$ cat config.mk
export PLATFORM = sky130hd
export DESIGN_NAME = io_sram_responder_flat
export DESIGN_NICKNAME = d
export VERILOG_FILES = /design/src/rtl/io_sram_responder_if.sv /design/src/rtl/io_sram_responder.sv /design/src/flat_wrapper.sv
export SDC_FILE = /design/constraint.sdc
export NUM_CORES = 1
export LEC_CHECK = 0
export BUFFER_PORTS_ARGS = -buffer_cell sky130_fd_sc_hd__buf_2
export CAP_MARGIN = 20
export CORE_MARGIN = 5
export CORE_UTILIZATION = 52
export CTS_CLUSTER_DIAMETER = 150
export DETAILED_ROUTE_END_ITERATION = 10
export HOLD_SLACK_MARGIN = 0.15
export PLACE_DENSITY = 0.87
export REMOVE_ABC_BUFFERS = 1
export SETUP_SLACK_MARGIN = 0.1
export SLEW_MARGIN = 25
export SYNTH_ARGS = -nofsm -noshare
export SYNTH_HDL_FRONTEND = slang
export SYNTH_SLANG_ARGS = --single-unit
$ cat constraint.sdc
create_clock -name clk -period 2.94 [get_ports clk]
set_clock_uncertainty 0.15 [all_clocks]
set_input_delay 0.735 -clock clk [delete_from_list [all_inputs] [get_ports clk]]
set_output_delay 0.735 -clock clk [all_outputs]
set_load 0.01 [all_outputs]
$ cat src/rtl/io_sram_responder_if.sv
`default_nettype none
// ============================================================================
// Module   : io_sram_responder_if
// Purpose  : M32632 general-purpose IO bus bundle between the CPU-side
//            requester (master) and the SRAM responder (slave).
// Signals  : sel      - external address decode hit
//            io_rd    - read request, held until io_ready
//            io_wr    - write request, held until io_ready
//            io_a     - byte address [ADDR_W:0], bits [1:0] unused
//            io_be    - byte enables, [1:0] low half, [3:2] high half
//            io_di    - write data
//            io_q     - read data, valid while io_ready=1
//            io_ready - single-cycle access-complete pulse
// Revision : 1.0 - initial release
// ============================================================================
interface io_sram_responder_if #(
  parameter int ADDR_W = 20
);
  logic              sel;
  logic              io_rd;
  logic              io_wr;
  logic [ADDR_W:0]   io_a;
  logic [3:0]        io_be;
  logic [31:0]       io_di;
  logic [31:0]       io_q;
  logic              io_ready;

  modport master (
    output sel, io_rd, io_wr, io_a, io_be, io_di,
    input  io_q, io_ready
  );

  modport slave (
    input  sel, io_rd, io_wr, io_a, io_be, io_di,
    output io_q, io_ready
  );
endinterface

`default_nettype wire

$ cat src/rtl/io_sram_responder.sv
`default_nettype none
// ============================================================================
// Module   : io_sram_responder
// Purpose  : Turns each 32-bit M32632 IO bus access into one or two 16-bit
//            asynchronous SRAM cycles (SETUP / STROBE / HOLD per half) with
//            byte-lane-correct writes and programmable strobe wait states,
//            then issues a registered one-cycle io_ready.
// Ports    : clk        - system clock (CPU BCLK domain)
//            rst_b      - synchronous active-low reset
//            bus        - IO bus, slave modport of io_sram_responder_if
//            ram_addr   - SRAM halfword address
//            ram_dq_out - data driven to the SRAM
//            ram_dq_oe  - tri-state enable for ram_dq_out (1 = drive)
//            ram_dq_in  - data returned by the SRAM
//            ram_cs_b   - chip select, active low
//            ram_oe_b   - output enable, active low
//            ram_we_b   - write enable, active low
//            ram_ub_b   - upper byte enable, active low
//            ram_lb_b   - lower byte enable, active low
// Options  : IO_SRAM_FULLREAD_EN - when defined, reads always visit both
//            halves so io_q carries the full word; writes follow io_be.
// Revision : 1.0 - initial release
// ============================================================================
module io_sram_responder #(
  parameter int WAIT_CYCLES = 1,
  parameter int ADDR_W      = 20
) (
  input  wire logic              clk,
  input  wire logic              rst_b,
  io_sram_responder_if.slave     bus,
  output logic [ADDR_W-1:0]      ram_addr,
  output logic [15:0]            ram_dq_out,
  output logic                   ram_dq_oe,
  input  wire logic [15:0]       ram_dq_in,
  output logic                   ram_cs_b,
  output logic                   ram_oe_b,
  output logic                   ram_we_b,
  output logic                   ram_ub_b,
  output logic                   ram_lb_b
);

  localparam logic [2:0] ST_IDLE   = 3'd0;
  localparam logic [2:0] ST_SETUP  = 3'd1;
  localparam logic [2:0] ST_STROBE = 3'd2;
  localparam logic [2:0] ST_HOLD   = 3'd3;
  localparam logic [2:0] ST_DONE   = 3'd4;

  localparam logic [3:0] C_WAIT = 4'(WAIT_CYCLES);

  logic [2:0]        r_state;
  logic [3:0]        r_cnt;
  logic [ADDR_W-2:0] r_word;
  logic [1:0]        r_be_hi;
  logic [15:0]       r_di_hi;
  logic              r_wr;
  logic              r_cur_hi;
  logic              r_hi_pend;
  logic [31:0]       r_q;
  logic              r_ready;
  logic [ADDR_W-1:0] r_addr;
  logic [15:0]       r_dq_out;
  logic              r_dq_oe;
  logic              r_cs_b;
  logic              r_oe_b;
  logic              r_we_b;
  logic              r_ub_b;
  logic              r_lb_b;

  logic w_req;
  logic w_lo_in;
  logic w_hi_in;
  logic w_unused;

  assign w_req = bus.sel & (bus.io_rd | bus.io_wr);

  // Which halves the incoming request visits; a simultaneous rd+wr is a write.
`ifdef IO_SRAM_FULLREAD_EN
  assign w_lo_in = (|bus.io_be[1:0]) | ~bus.io_wr;
  assign w_hi_in = (|bus.io_be[3:2]) | ~bus.io_wr;
`else
  assign w_lo_in = |bus.io_be[1:0];
  assign w_hi_in = |bus.io_be[3:2];
`endif

  // Byte-address bits below the word boundary carry no information here.
  assign w_unused = &{1'b0, bus.io_a[1:0]};

  always_ff @(posedge clk) begin
    if (!rst_b) begin
      r_state   <= ST_IDLE;
      r_cnt     <= 4'd0;
      r_word    <= '0;
      r_be_hi   <= 2'b00;
      r_di_hi   <= 16'h0000;
      r_wr      <= 1'b0;
      r_cur_hi  <= 1'b0;
      r_hi_pend <= 1'b0;
      r_q       <= 32'h0000_0000;
      r_ready   <= 1'b0;
      r_addr    <= '0;
      r_dq_out  <= 16'h0000;
      r_dq_oe   <= 1'b0;
      r_cs_b    <= 1'b1;
      r_oe_b    <= 1'b1;
      r_we_b    <= 1'b1;
      r_ub_b    <= 1'b1;
      r_lb_b    <= 1'b1;
    end else begin
      r_ready <= 1'b0;
      case (r_state)
        ST_IDLE: begin
          if (w_req) begin
            r_word  <= bus.io_a[ADDR_W:2];
            r_be_hi <= bus.io_be[3:2];
            r_di_hi <= bus.io_di[31:16];
            r_wr    <= bus.io_wr;
            // Reads start from a cleared word so unvisited halves read 0;
            // an empty access also returns 0.
            if (!bus.io_wr || (bus.io_be == 4'b0000)) begin
              r_q <= 32'h0000_0000;
            end
            if (w_lo_in || w_hi_in) begin
              r_state   <= ST_SETUP;
              r_cur_hi  <= ~w_lo_in;
              r_hi_pend <= w_lo_in & w_hi_in;
              r_addr    <= {bus.io_a[ADDR_W:2], ~w_lo_in};
              r_cs_b    <= 1'b0;
              // Reads enable both byte lanes; writes follow the half's enables.
              r_ub_b    <= bus.io_wr & ~(w_lo_in ? bus.io_be[1] : bus.io_be[3]);
              r_lb_b    <= bus.io_wr & ~(w_lo_in ? bus.io_be[0] : bus.io_be[2]);
              r_dq_oe   <= bus.io_wr;
              r_dq_out  <= w_lo_in ? bus.io_di[15:0] : bus.io_di[31:16];
            end else begin
              r_state <= ST_DONE;
              r_ready <= 1'b1;
            end
          end
        end

        ST_SETUP: begin
          r_state <= ST_STROBE;
          r_cnt   <= C_WAIT;
          r_oe_b  <= r_wr;
          r_we_b  <= ~r_wr;
        end

        ST_STROBE: begin
          if (r_cnt == 4'd0) begin
            r_state <= ST_HOLD;
            r_oe_b  <= 1'b1;
            r_we_b  <= 1'b1;
            // Sample the SRAM at the end of the last strobe cycle.
            if (!r_wr) begin
              if (r_cur_hi) begin
                r_q[31:16] <= ram_dq_in;
              end else begin
                r_q[15:0] <= ram_dq_in;
              end
            end
          end else begin
            r_cnt <= r_cnt - 4'd1;
          end
        end

        ST_HOLD: begin
          if (r_hi_pend) begin
            // Chip select and drive stay active into the high-half cycle.
            r_state   <= ST_SETUP;
            r_hi_pend <= 1'b0;
            r_cur_hi  <= 1'b1;
            r_addr    <= {r_word, 1'b1};
            r_ub_b    <= r_wr & ~r_be_hi[1];
            r_lb_b    <= r_wr & ~r_be_hi[0];
            r_dq_out  <= r_di_hi;
          end else begin
            r_state <= ST_DONE;
            r_ready <= 1'b1;
            r_cs_b  <= 1'b1;
            r_ub_b  <= 1'b1;
            r_lb_b  <= 1'b1;
            r_dq_oe <= 1'b0;
          end
        end

        ST_DONE: begin
          r_state <= ST_IDLE;
        end

        default: begin
          r_state <= ST_IDLE;
        end
      endcase
    end
  end

  assign bus.io_q     = r_q;
  assign bus.io_ready = r_ready;
  assign ram_addr     = r_addr;
  assign ram_dq_out   = r_dq_out;
  assign ram_dq_oe    = r_dq_oe;
  assign ram_cs_b     = r_cs_b;
  assign ram_oe_b     = r_oe_b;
  assign ram_we_b     = r_we_b;
  assign ram_ub_b     = r_ub_b;
  assign ram_lb_b     = r_lb_b;

endmodule

`default_nettype wire
$ cat src/flat_wrapper.sv
// flat-port wrapper written by rule: the top's interface ports become plain ports
module io_sram_responder_flat 
#(
  parameter int WAIT_CYCLES = 1,
  parameter int ADDR_W      = 20
)
  (clk, rst_b, ram_addr, ram_dq_out, ram_dq_oe, ram_dq_in, ram_cs_b, ram_oe_b, ram_we_b, ram_ub_b, ram_lb_b, bus_sel, bus_io_rd, bus_io_wr, bus_io_a, bus_io_be, bus_io_di, bus_io_q, bus_io_ready);
  io_sram_responder_if #(.ADDR_W(ADDR_W)) bus_i ();
  input  wire logic clk;
  input  wire logic rst_b;
  output logic [ADDR_W-1:0] ram_addr;
  output logic [15:0] ram_dq_out;
  output logic ram_dq_oe;
  input  wire logic [15:0] ram_dq_in;
  output logic ram_cs_b;
  output logic ram_oe_b;
  output logic ram_we_b;
  output logic ram_ub_b;
  output logic ram_lb_b;
  input wire logic [$bits(bus_i.sel)-1:0] bus_sel;
  input wire logic [$bits(bus_i.io_rd)-1:0] bus_io_rd;
  input wire logic [$bits(bus_i.io_wr)-1:0] bus_io_wr;
  input wire logic [$bits(bus_i.io_a)-1:0] bus_io_a;
  input wire logic [$bits(bus_i.io_be)-1:0] bus_io_be;
  input wire logic [$bits(bus_i.io_di)-1:0] bus_io_di;
  output wire logic [$bits(bus_i.io_q)-1:0] bus_io_q;
  output wire logic [$bits(bus_i.io_ready)-1:0] bus_io_ready;
  assign bus_i.sel = bus_sel;
  assign bus_i.io_rd = bus_io_rd;
  assign bus_i.io_wr = bus_io_wr;
  assign bus_i.io_a = bus_io_a;
  assign bus_i.io_be = bus_io_be;
  assign bus_i.io_di = bus_io_di;
  assign bus_io_q = bus_i.io_q;
  assign bus_io_ready = bus_i.io_ready;
  io_sram_responder #(.WAIT_CYCLES(WAIT_CYCLES), .ADDR_W(ADDR_W)) u_core (.clk(clk), .rst_b(rst_b), .bus(bus_i), .ram_addr(ram_addr), .ram_dq_out(ram_dq_out), .ram_dq_oe(ram_dq_oe), .ram_dq_in(ram_dq_in), .ram_cs_b(ram_cs_b), .ram_oe_b(ram_oe_b), .ram_we_b(ram_we_b), .ram_ub_b(ram_ub_b), .ram_lb_b(ram_lb_b));
endmodule
Word level (Yosys, flattened, before mapping)
Index checks and enable logic that the tools add are counted. Widths: inputs -> output; s select.

Bits in registers: 122. Latch bits: 0. Bits in writable memories: 0. ROM bits: 0. Bits of input ports: 78. Output and inout port bits: 75. Memories: 0.

Add/subtract/negate cells: 1. $mul: 0. Div/mod/pow operators: 0. Magnitude comparators: 0. Equality and inequality tests: 13. Shift operators: 0. Muxes and demuxes: 55. Bitwise gates (word level): 13. Reduce and logical (&&, ||, !) cells: 20.

Operators with widths (count): $mux 32 (4); $mux 16 (6); $pmux 32 s2 (1); $mux 20 (3); $pmux 20 s2 (1); $pmux 16 s2 (1); $mux 1 (23); $pmux 1 s2 (9); $mux 3 (4); $ne 2x1->1 const B (6); $pmux 3 s4 (1); $reduce_and 6->1 (2); $logic_not 4->1 (2); $ne 2x2->1 const B (4); $pmux 4 s2 (1); $reduce_and 2->1 (4); $reduce_and 4->1 (2); $and 1x1->1 (6); $eq 3x2->1 const B (2); $not 1->1 (6); $reduce_bool 2->1 (3); $mux 4 (1); $reduce_or 2->1 (2); $sub 4x1->4 const B (1); 6 further kinds (7).

Logic depth before layout (Yosys ltp)
Depth in word-level cells: 7. Depth in mapped cells: 8.

Least setup slack after synthesis
Ideal clock, no wire load.

Path type: input-to-reg. From: input port bus_io_be[3]. To: register u_core.r_q[22], in the netlist u_core.bus.io_q[22]. Setup time: 72 ps. Arrival: 2022 ps. Data required time: 2718 ps. Setup slack: 696 ps. Stages on the path: 6. Buffers on the path: 2. Path through: nor4_4 -> nand2b_1 -> a32o_1 -> buf_4 -> buf_6 -> mux2i_1.

Cells in the longest elaborated chain, start to end: 4.

Ends and longest elaborated chain: from (decl) (line flat_wrapper.sv:24) `input wire logic [$bits(bus_i.io_be)-1:0] bus_io_be;`; $logic_not 4->1 (line io_sram_responder.sv:119) `if (!bus.io_wr || (bus.io_be == 4'b0000)) begin`; $logic_or 1x1->1 (line io_sram_responder.sv:119); $ne 2x1->1 (no source line); $reduce_and 6->1 (no source line); to (signal assigned) (line io_sram_responder.sv:155) `r_q[31:16] <= ram_dq_in;`; to (decl) (line io_sram_responder.sv:58) `logic [31:0] r_q;`.

No other way between the ends. A chain may end at the register's enable or synchronous reset.

Final worst setup path
From: register u_core.r_cnt[0]. To: register u_core.r_q[26], in the netlist u_core.bus.io_q[26].

Cells in the longest elaborated chain, start to end: 3.

Ends and longest elaborated chain: from (decl) (line io_sram_responder.sv:51) `logic [3:0] r_cnt;`; from (signal assigned) (line io_sram_responder.sv:161) `r_cnt <= r_cnt - 4'd1;`; $logic_not 4->1 (line io_sram_responder.sv:148) `if (r_cnt == 4'd0) begin`; $ne 2x1->1 (no source line); $reduce_and 6->1 (no source line).

No other way between the ends.

==> flow_summary_export.csv <==
group,metric,value,unit
status,status,"finished clean",
cts,cts_tree,"yes",
critical_path,path_buf_inv,1,
cts,h-tree-depth,4,
critical_path,crit_type,"reg2reg",
logic_synthesis,avgSynthCellArea,8.83,um2
global_route,antenna_found_initial,0,
floorplan,dieArea,12400,um2
finish,final_common_cell,"nand2_1",
finish,drive_gt1_share,29.6,%
logic_synthesis,synth_area_leader_cell,"dfxtp_1",
global_route,grt_max_degree,74,
critical_path,crit_chain,"inv_1, ha_1, or3b_2, nor2_1, a32o_2, mux2i_1",
place,dp_slack,159,ps
power,net-switching-power,0.00131,W
place,place_hpwl,9510,um
floorplan,rows,37,
cts,cts_setup_buffers,0,
global_route,grt_pass1_vias,4861,
power,p_leak,3.06,nW
sta,fin_ws,496,ps
detailed_routing,first_pass_iters,5,
cts,cts_hold_buf,0,
logic_synthesis,synth_top_area_share,45.2,%
logic_synthesis,synth-main-ff-cell,"dfxtp_1",
floorplan,start_util,52.6,%
sta,period_share,83.1,%
cts,worstSkewPairLatency,500,ps
logic_synthesis,ys_warn_count,0,
critical_path,cp_slowest_cell,"a32o_2",
power,pwr-share-seq,40.4,%
finish,nNetsFinal,817,
critical_path,crit_path_end_kind,"flop",
sta,hold_viol_final,0,
finish,layout_common_cells,"nand2_1, buf_2, dfxtp_1",
detailed_routing,wl,14100,um
sta,max_freq,409,MHz
detailed_routing,ant_nets,0,
logic_synthesis,synthCells,607,
power,power.density,688,nW/um2
cts,clock_path_buffers,2,
cts,clk_pin_slew,60,ps
critical_path,critPathLaunchType,"flop",
logic_synthesis,ys_seq_elements,121,
cts,cts_buffers,17,
worst_hold_path,hold_class,"reg2reg",
logic_synthesis,synth.area.top_cells,"dfxtp_1, nand2_1, mux2i_1, a21boi_0, o211a_1",
detailed_routing,wl_per_cell,16.0,um
sta,holdWs,309,ps
logic_synthesis,synth_edf_count,0,
detailed_routing,num_vias,4920,
sta,setup_viol,0,
critical_path,cp_top_family,"simple AND/OR/NAND/NOR gates",
power,p_int,0.00332,W
power,ir_drop,507,uV
power,p_clk_share,42.3,%
floorplan,die_w,112,um
sta,layout_min_cycle_time,2440,ps
detailed_routing,drt_iter0_drc,358,
sta,slew_viol_final,0,
critical_path,cp.required,3210,ps
sta,rsz0062_at_grt,"no",
logic_synthesis,async_flop_share,0,%
logic_synthesis,syn_area,5360,um2
floorplan,ios,153,
sta,max_slew_margin,48.2,%
place,finalWeightedCongestion,0.833,
place,portBuffers,150,
global_route,grt-ovfl-total,0,
sta,tightest_slew,778,ps
detailed_routing,vias_per_cell,5.55,
global_route,grt_pass1_wl,23500,um
logic_synthesis,ys_seq_area_share,45.2,%
floorplan,core,10200,um2
run,maxCapViolCount,0,
power,swShare,28.3,%
cts,cts_resized,0,
cts,cts-root-buf,"clkbuf_8",
finish,nFillCells,829,
detailed_routing,drc,0,
global_route,track_usage,22.8,%
critical_path,cp_max_fo,16,
finish,syn2layout_area_growth,25.5,%
critical_path,crit_arrival,2720,ps
logic_synthesis,ys_types,48,
cts,cts.sinks,121,
power,p_comb_share,17.3,%
floorplan,die_h,112,um
finish,antenna_cells_inserted,0,
critical_path,slowest_delay,620,ps
==> final timing paths <==
kind | slack [ps] | start | cells past startpoint | end
setup reg to reg | 500 | u_core.r_cnt[0] | 6 | u_core.bus.io_q[26]
hold reg to reg | 310 | u_core.bus.io_q[20] | 2 | u_core.bus.io_q[20]
hold / removal | 310 | u_core.bus.io_q[20] | 2 | u_core.bus.io_q[20]
setup / recovery | 500 | u_core.r_cnt[0] | 6 | u_core.bus.io_q[26]
==> cell families (layout without fill, tap and decap cells) <==
family,Yosys count,after routing,synth area share [%]
and+or+nand+nor,243,243,19.8
AOI/OAI and AO/OA,144,144,22.4
DFF,121,121,45.2
buffers and inverters,60,203,5.34
muxes,34,34,6.35
xor gates and xnor gates,3,3,0.490
adders and majority gates,2,2,0.467
==> sequential cells by signal (all words and copies together) (netlist names) <==
| signal | count |
|---|---|
| u_core.r_di_hi | 16 |
| u_core.ram_dq_out | 16 |
| u_core.r_state | 3 |
| u_core.bus.io_ready | 1 |
| u_core.ram_we_b | 1 |
| u_core.ram_cs_b | 1 |
| u_core.ram_lb_b | 1 |
| u_core.ram_oe_b | 1 |
| u_core.r_be_hi | 2 |
| u_core.ram_dq_oe | 1 |
| u_core.ram_ub_b | 1 |
| u_core.ram_addr | 20 |
| u_core.r_wr | 1 |
| u_core.bus.io_q | 32 |
| u_core.r_hi_pend | 1 |
| u_core.r_word | 19 |
| u_core.r_cnt | 4 |
==> power by group through the flow <==
stage	combinational, W	clock (W)	sequential, W
after floorplan	0.000437	0	0.00193
after global placement	0.000772	0	0.00189
after detailed placement	0.000799	0	0.00190
after CTS	0.000806	0.00199	0.00187
after global routing	0.000882	0.00209	0.00189
final	0.000800	0.00196	0.00187
==> worst min-delay path, stage by stage (launching register included) <==
cell and delay (ps):
dfxtp_1 300, nand2_1 50, mux2i_1 50
==> cell type report <==
cell class                      instances  area [um2]  area share, %
Multi-Input combinational cell        426        2670           39.7
Sequential cell                       121        2420           36.0
Timing Repair Buffer                  165         878           13.1
Clock buffer                           18         418           6.21
Tap cell                              136         170           2.53
Clock inverter                         14         149           2.21
Inverter                                6        22.5          0.335
==> per-stage QoR <==
stage | area, um2 | TNS, ps | util, % | total power, W | instances
final | 6730 | 0 | 66.1 | 0.00463 | 886
after global routing | 6730 | 0 | 66.1 | 0.00486 | 886
after CTS | 6730 | 0 | 66.1 | 0.00467 | 886
after detailed placement | 6160 | 0 | 60.5 | 0.00270 | 854
after global placement | 6160 | 0 | 60.5 | 0.00267 | 854
after floorplan | 5100 | -4700 | - | 0.00237 | 553
==> cells in the mapped netlist, types with 2 or more instances <==
cell type,n
dfxtp_1,121
and2_1,3
xor2_1,3
nor2b_1,2
buf_2,10
a311oi_2,13
a21oi_1,2
clkbuf_1,34
buf_4,5
and3_1,2
nor2_1,7
o21ai_0,37
inv_1,6
a21boi_0,39
o22ai_1,2
a32oi_1,2
a31o_2,3
nand2_1,170
mux2i_1,34
nand2b_1,5
ha_1,2
nand4b_1,2
nand3_1,39
a311oi_1,3
o211a_1,20
a31o_1,13
or3b_2,2
buf_6,4
nor3_1,3
==> metal layers <==
layer / routed length, um / share of wire [%] / vias up / track usage (%)
li1: - / - / 2373 / -
met1: 5900 / 42 / 2316 / 27.0
met2: 6900 / 49 / 208 / 39.2
met3: 1110 / 7.8 / 23 / 7.17
met4: 233 / 1.6 / 0 / 7.54
met5: 0 / 0 / - / 0
No activity file was read; power rests on OpenSTA's default activity.
